--- config.mk ---
export PLATFORM = sky130hd
export DESIGN_NAME = pipeline_hazard_ctrl
export DESIGN_NICKNAME = d
export VERILOG_FILES = /design/src/rtl/pipeline_hazard_ctrl_pkg.sv /design/src/rtl/pipeline_hazard_ctrl_sat_counter.sv /design/src/rtl/pipeline_hazard_ctrl.sv
export SDC_FILE = /design/constraint.sdc
export NUM_CORES = 1
export LEC_CHECK = 0
export BUFFER_PORTS_ARGS = -buffer_cell sky130_fd_sc_hd__buf_2
export CAP_MARGIN = 15
export CORE_MARGIN = 2
export CORE_UTILIZATION = 40
export CTS_CLUSTER_DIAMETER = 150
export DETAILED_ROUTE_END_ITERATION = 8
export PLACE_DENSITY_LB_ADDON = 0.2
export SYNTH_ARGS = -nofsm -noshare
export SYNTH_HDL_FRONTEND = slang
export SYNTH_SLANG_ARGS = --single-unit
--- constraint.sdc ---
create_clock -name clk -period 4.94 [get_ports clk]
set_input_delay 0.247 -clock clk [delete_from_list [all_inputs] [get_ports clk]]
set_output_delay 0.247 -clock clk [all_outputs]
set_load 0.01 [all_outputs]
--- src/rtl/pipeline_hazard_ctrl_pkg.sv ---
// Shared constants and types for the two-stage pipeline sequencer.
// Opcodes, sequencer states and the source-operand match helper.
package pipeline_hazard_ctrl_pkg;

    localparam logic [3:0] OP1_BCOND = 4'b0110;
    localparam logic [3:0] OP1_JAL   = 4'b1011;

    typedef enum logic [1:0] {
        ST_RUN      = 2'd0,
        ST_LD_STALL = 2'd1,
        ST_FLUSH    = 2'd2,
        ST_MEM_WAIT = 2'd3
    } state_t;

    function automatic logic src_match(
        input logic       uses,
        input logic [3:0] rs,
        input logic [3:0] rd
    );
        return uses && (rs == rd);
    endfunction

endpackage

--- src/rtl/pipeline_hazard_ctrl_sat_counter.sv ---
// Saturating up-counter used for the stall/flush performance counters.
// Holds at all-ones once reached; synchronous clear has priority over inc.
module sat_counter #(
    parameter int W = 32
) (
    input  logic         clk,
    input  logic         rst_n,
    input  logic         clr,
    input  logic         inc,
    output logic [W-1:0] cnt
);

    always_ff @(posedge clk or negedge rst_n) begin
        if (!rst_n) begin
            cnt <= '0;
        end else if (clr) begin
            cnt <= '0;
        end else if (inc && (cnt != '1)) begin
            cnt <= cnt + 1'b1;
        end
    end

endmodule

--- src/rtl/pipeline_hazard_ctrl.sv ---
// Pipeline sequencer: load-use stalls, redirect squash and memory waits.
// Outputs are combinational from the current state and the D/M stage inputs.
module pipeline_hazard_ctrl
    import pipeline_hazard_ctrl_pkg::*;
#(
    parameter int FLUSH_CYCLES = 1,
    parameter int CNT_BITS     = 32
) (
    input  logic                clk,
    input  logic                reset,
    input  logic [3:0]          dOpcode,
    input  logic [3:0]          dRs1,
    input  logic [3:0]          dRs2,
    input  logic                dUsesRs1,
    input  logic                dUsesRs2,
    input  logic                dBrTaken,
    input  logic                mIsLoad,
    input  logic                mRegWrEn,
    input  logic [3:0]          mRd,
    input  logic                memBusy,
    output logic                pcWrtEn,
    output logic                pipeWrtEn,
    output logic                pipeBubble,
    output logic                dSquash,
    output logic                redirect,
    output logic [CNT_BITS-1:0] stallCnt,
    output logic [CNT_BITS-1:0] flushCnt
);

    localparam logic [1:0] FLUSH_INIT = 2'(FLUSH_CYCLES);

    state_t     state, state_nxt;
    state_t     ret_state, ret_state_nxt;
    state_t     eff;
    logic [1:0] fcnt, fcnt_nxt;
    logic       hazard, redir;
    logic       stall_inc, flush_inc;

    // A finished memory wait behaves exactly like the interrupted state.
    assign eff = (state == ST_MEM_WAIT) ? ret_state : state;

    assign hazard = mIsLoad && mRegWrEn &&
                    (src_match(dUsesRs1, dRs1, mRd) ||
                     src_match(dUsesRs2, dRs2, mRd));

    assign redir = ((dOpcode == OP1_BCOND) && dBrTaken) ||
                   (dOpcode == OP1_JAL);

    always_comb begin
        state_nxt     = state;
        ret_state_nxt = ret_state;
        fcnt_nxt      = fcnt;
        pcWrtEn       = 1'b1;
        pipeWrtEn     = 1'b1;
        pipeBubble    = 1'b0;
        dSquash       = 1'b0;
        redirect      = 1'b0;
        stall_inc     = 1'b0;
        flush_inc     = 1'b0;
        if (!reset) begin
            pcWrtEn    = 1'b0;
            pipeBubble = 1'b1;
            dSquash    = 1'b1;
        end else if (memBusy) begin
            pcWrtEn       = 1'b0;
            pipeWrtEn     = 1'b0;
            dSquash       = (eff == ST_FLUSH);
            stall_inc     = 1'b1;
            state_nxt     = ST_MEM_WAIT;
            ret_state_nxt = eff;
        end else if (eff == ST_FLUSH) begin
            dSquash    = 1'b1;
            pipeBubble = 1'b1;
            flush_inc  = 1'b1;
            fcnt_nxt   = fcnt - 2'd1;
            state_nxt  = (fcnt <= 2'd1) ? ST_RUN : ST_FLUSH;
        end else if (hazard && (eff == ST_RUN)) begin
            // The load retires during the bubble, so LD_STALL ignores it.
            pcWrtEn    = 1'b0;
            pipeBubble = 1'b1;
            stall_inc  = 1'b1;
            state_nxt  = ST_LD_STALL;
        end else if (redir) begin
            redirect  = 1'b1;
            fcnt_nxt  = FLUSH_INIT;
            state_nxt = ST_FLUSH;
        end else begin
            state_nxt = ST_RUN;
        end
    end

    always_ff @(posedge clk or negedge reset) begin
        if (!reset) begin
            state     <= ST_RUN;
            ret_state <= ST_RUN;
            fcnt      <= '0;
        end else begin
            state     <= state_nxt;
            ret_state <= ret_state_nxt;
            fcnt      <= fcnt_nxt;
        end
    end

    sat_counter #(.W(CNT_BITS)) u_stall_cnt (
        .clk   (clk),
        .rst_n (reset),
        .clr   (1'b0),
        .inc   (stall_inc),
        .cnt   (stallCnt)
    );

    sat_counter #(.W(CNT_BITS)) u_flush_cnt (
        .clk   (clk),
        .rst_n (reset),
        .clr   (1'b0),
        .inc   (flush_inc),
        .cnt   (flushCnt)
    );

endmodule
==> impl_metrics.tcl <==
set metrics [dict create \
    cp.arrival_ns 2.74 \
    drtIter0Drc 90 \
    setup-violations-final 0 \
    synth_edf_count 0 \
    drive_above_1_share_pct 28.9 \
    layout_worst_path_cycle_share_pct 50.8 \
    crit_buf_inv 0 \
    via_per_inst 5.02 \
    synth_top_family_by_area "simple AND/OR/NAND/NOR gates" \
    critical_path_class "reg -> reg" \
    synth-seq-cells 70 \
    clk_pin_slew_ns 0.08 \
    fin_setup_tns_ns 0 \
    start_kind "register" \
    gr-total-overflow 0 \
    area_growth_pct 22.6 \
    cts_buffers 9 \
    row_count 33 \
    worstPathRequired_ns 5.17 \
    io_buffer_count 92 \
    crit_path_end_kind "register" \
    dieHeight_um 96.1 \
    power_leakage_nw 2.06 \
    synth_top_area_share_pct 51.6 \
    fin_worst_skew_ns 0.0135 \
    syn-instance-count 314 \
    wl_mm 7.30 \
    reg2reg_to "u_flush_cnt.cnt[26]" \
    clock_latency_ns 0.35 \
    avgSynthCellArea_um2 10.8 \
    area.sequential_um2 1750 \
    async_flop_share_pct 100 \
    synthSimpleGateAreaFrac_pct 23.0 \
    p_per_area_nw_per_um2 316 \
    route.detailed.drc 0 \
    hold_path_class "in -> async" \
    peakVddDrop_v 0.000164 \
    cts_tree "yes" \
    ys_types 41 \
    maxSlewViolCount 0 \
    htree_levels 3 \
    layout_min_cycle_time_ns 2.51 \
    ys_seq_area_share_pct 51.6 \
    status "finished clean" \
    ff2ff_setup_slack_ns 2.43 \
    diodes 0 \
    path_cells "nor2b_1, o21ai_1, nor3_2, nand4_1, nor4b_1, nand3_1, xnor2_1" \
    clockBufferDepth 2 \
    start_util_pct 41.3 \
    routedWlPerCell_um 14.0 \
    clock-sinks 70 \
    fmax_ghz 0.398 \
    core_region_area_um2 8220 \
    synth_xor_area_share_pct 18.1 \
    grt_pass1_wl_mm 11.6 \
    multiInputGateArea_um2 1590 \
    drv_cap 0 \
    ctsRootBufferMaster "clkbuf_8" \
    io-pin-count 93 \
    worst_pin_slew_ns 0.908 \
    slowest_stage "nor4b_1" \
    rr_startpoint "ret_state[0]" \
    grt_pass1_vias 2374 \
    worstPathMaxFanout 7 \
    synth_nets 341 \
    fin_util_pct 50.6 \
    antenna_found_initial 0 \
    first_pass_iters 4 \
    finalHoldViolations 0 \
    syn_area_um2 3390 \
    muxShareOfSynthArea_pct 0.958 \
    ctsHoldBuffers 0 \
    ys_warn_count 0 \
    dr_total_vias 2625 \
    grt_max_degree 77 \
    nNetsFinal 440 \
    gp_congestion 0.747 \
    cpPeakStageDelay_ns 0.83 \
    synth-main-ff-cell "dfrtp_1" \
    yosysTopAreaCell "dfrtp_1" \
    slew-limit-headroom_pct 38.6 \
    synth_compound_area_share_pct 3.69 \
    dp_hpwl_mm 5.12 \
    fillers 797 \
    rsz0062_at_grt "no" \
    die_w_um 96.1 \
    grt_usage_pct 16.4 \
    cts_resized 0 \
    antenna_left 0 \
    postCtsSetupRepairBufs 0 \
    reg2regPathDepth 7 \
    synthAdderAreaFrac_pct 1.11 \
    critical-path-top-delay-family "simple AND/OR/NAND/NOR gates" \
    synth_area_leaders "dfrtp_1 (52%), xnor2_1 (15%), nand4_1 (4.2%), nand3_1 (3.8%), and3_1 (3.3%)" \
    die_area_um2 9240 \
]
## cell type report
class	instances	share of cell area, %
clock inverters	6	0.902
inverters	7	0.632
flip-flops and latches	70	42.1
clock buffers	10	3.31
multi-input cells	231	38.2
well taps	105	3.16
repair buffers	94	11.7
## worst reg2reg max path, cell delays in order (launching register included)
cell and delay (ns):
dfrtp_1 0.39, nor2b_1 0.12, o21ai_1 0.16, nor3_2 0.33, nand4_1 0.22, nor4b_1 0.83, nand3_1 0.19, xnor2_1 0.17
## cells in the final DEF (no fill, tap or decap), types with 2 or more instances in the layout
cell type,n
clkinv_2,3
buf_2,91
and4_1,8
nand2_1,28
a21oi_1,2
nand3_1,26
inv_1,7
o311a_1,2
mux2_2,2
clkinvlp_4,3
buf_4,2
and3_1,18
nor4_1,2
nor2_1,16
xnor2_1,58
clkbuf_8,10
nand4_1,23
xor2_1,12
and3_2,3
ha_1,3
and2_1,5
o21ai_0,2
dfrtp_1,70
nor2b_1,2
## state kept, by name (all words and copies together) (netlist names)
name             count
fcnt                 2
ret_state            2
u_stall_cnt.cnt     32
state                2
u_flush_cnt.cnt     32
## metrics by stage
stage / area (um^2) / std cells / setup slack (ns) / total power [W] / hold slack (ns)
final: 4160 / 523 / 2.43 / 0.00131 / 0.169
after CTS: 4150 / 522 / 2.42 / 0.00133 / 0.212
after detailed placement: 3970 / 506 / 2.28 / 0.000915 / 0.480
after floorplan: 3390 / 314 / 2.79 / 0.000815 / -0.0486
after global placement: 3970 / 506 / 2.30 / 0.000909 / 0.467
after global routing: 4160 / 523 / 2.10 / 0.00139 / 0.240
## cells in the mapped netlist, types with 3 or more instances
| master | n |
|---|---|
| inv_1 | 7 |
| and4_1 | 8 |
| dfrtp_1 | 70 |
| xor2_1 | 12 |
| and3_1 | 18 |
| clkbuf_1 | 3 |
| and3_2 | 3 |
| xnor2_1 | 58 |
| nor2_1 | 16 |
| nand4_1 | 23 |
| nand3_1 | 26 |
| nand2_1 | 28 |
| and2_1 | 5 |
| ha_1 | 3 |
## per-layer routing
| metal | GRT usage, % | wire [um] | vias up | share of wire [%] |
|---|---|---|---|---|
| li1 | - | - | 1300 | - |
| met1 | 22.6 | 3550 | 1249 | 49 |
| met2 | 24.3 | 3210 | 68 | 44 |
| met3 | 3.99 | 437 | 8 | 6.0 |
| met4 | 7.50 | 102 | 0 | 1.4 |
| met5 | 0 | 0 | - | 0 |
## power breakdown
group / switching, W / leakage, nW / total (W) / internal [W]
Combinational: 0.000113 / 1.03 / 0.000212 / 0.0000988
Clock: 0.000218 / 0.0841 / 0.000411 / 0.000193
Sequential: 0.0000652 / 0.946 / 0.000691 / 0.000626
Total: 0.000397 / 2.06 / 0.00131 / 0.000917
## worst max-delay path by stage
stage                     depth (start not counted)           startpoint                   to  slack (ns)
after global placement                            7               mRd[1]   u_stall_cnt.cnt[4]        2.30
after floorplan                                   8   u_stall_cnt.cnt[0]  u_stall_cnt.cnt[28]        2.79
after CTS                                         6  u_stall_cnt.cnt[13]   u_stall_cnt.cnt[1]        2.42
final                                             7         ret_state[0]  u_flush_cnt.cnt[26]        2.43
after global routing                              7         ret_state[1]  u_flush_cnt.cnt[26]        2.10
after detailed placement                          6               mRd[1]   u_stall_cnt.cnt[1]        2.28
## cell families after synthesis
logic type / after synthesis
simple gates: 139
buf+inv: 13
flops: 70
compound gates: 16
fa+ha+maj: 3
xor+xnor: 70
mux: 3
Note: power is estimated with default switching activity, not from simulation.
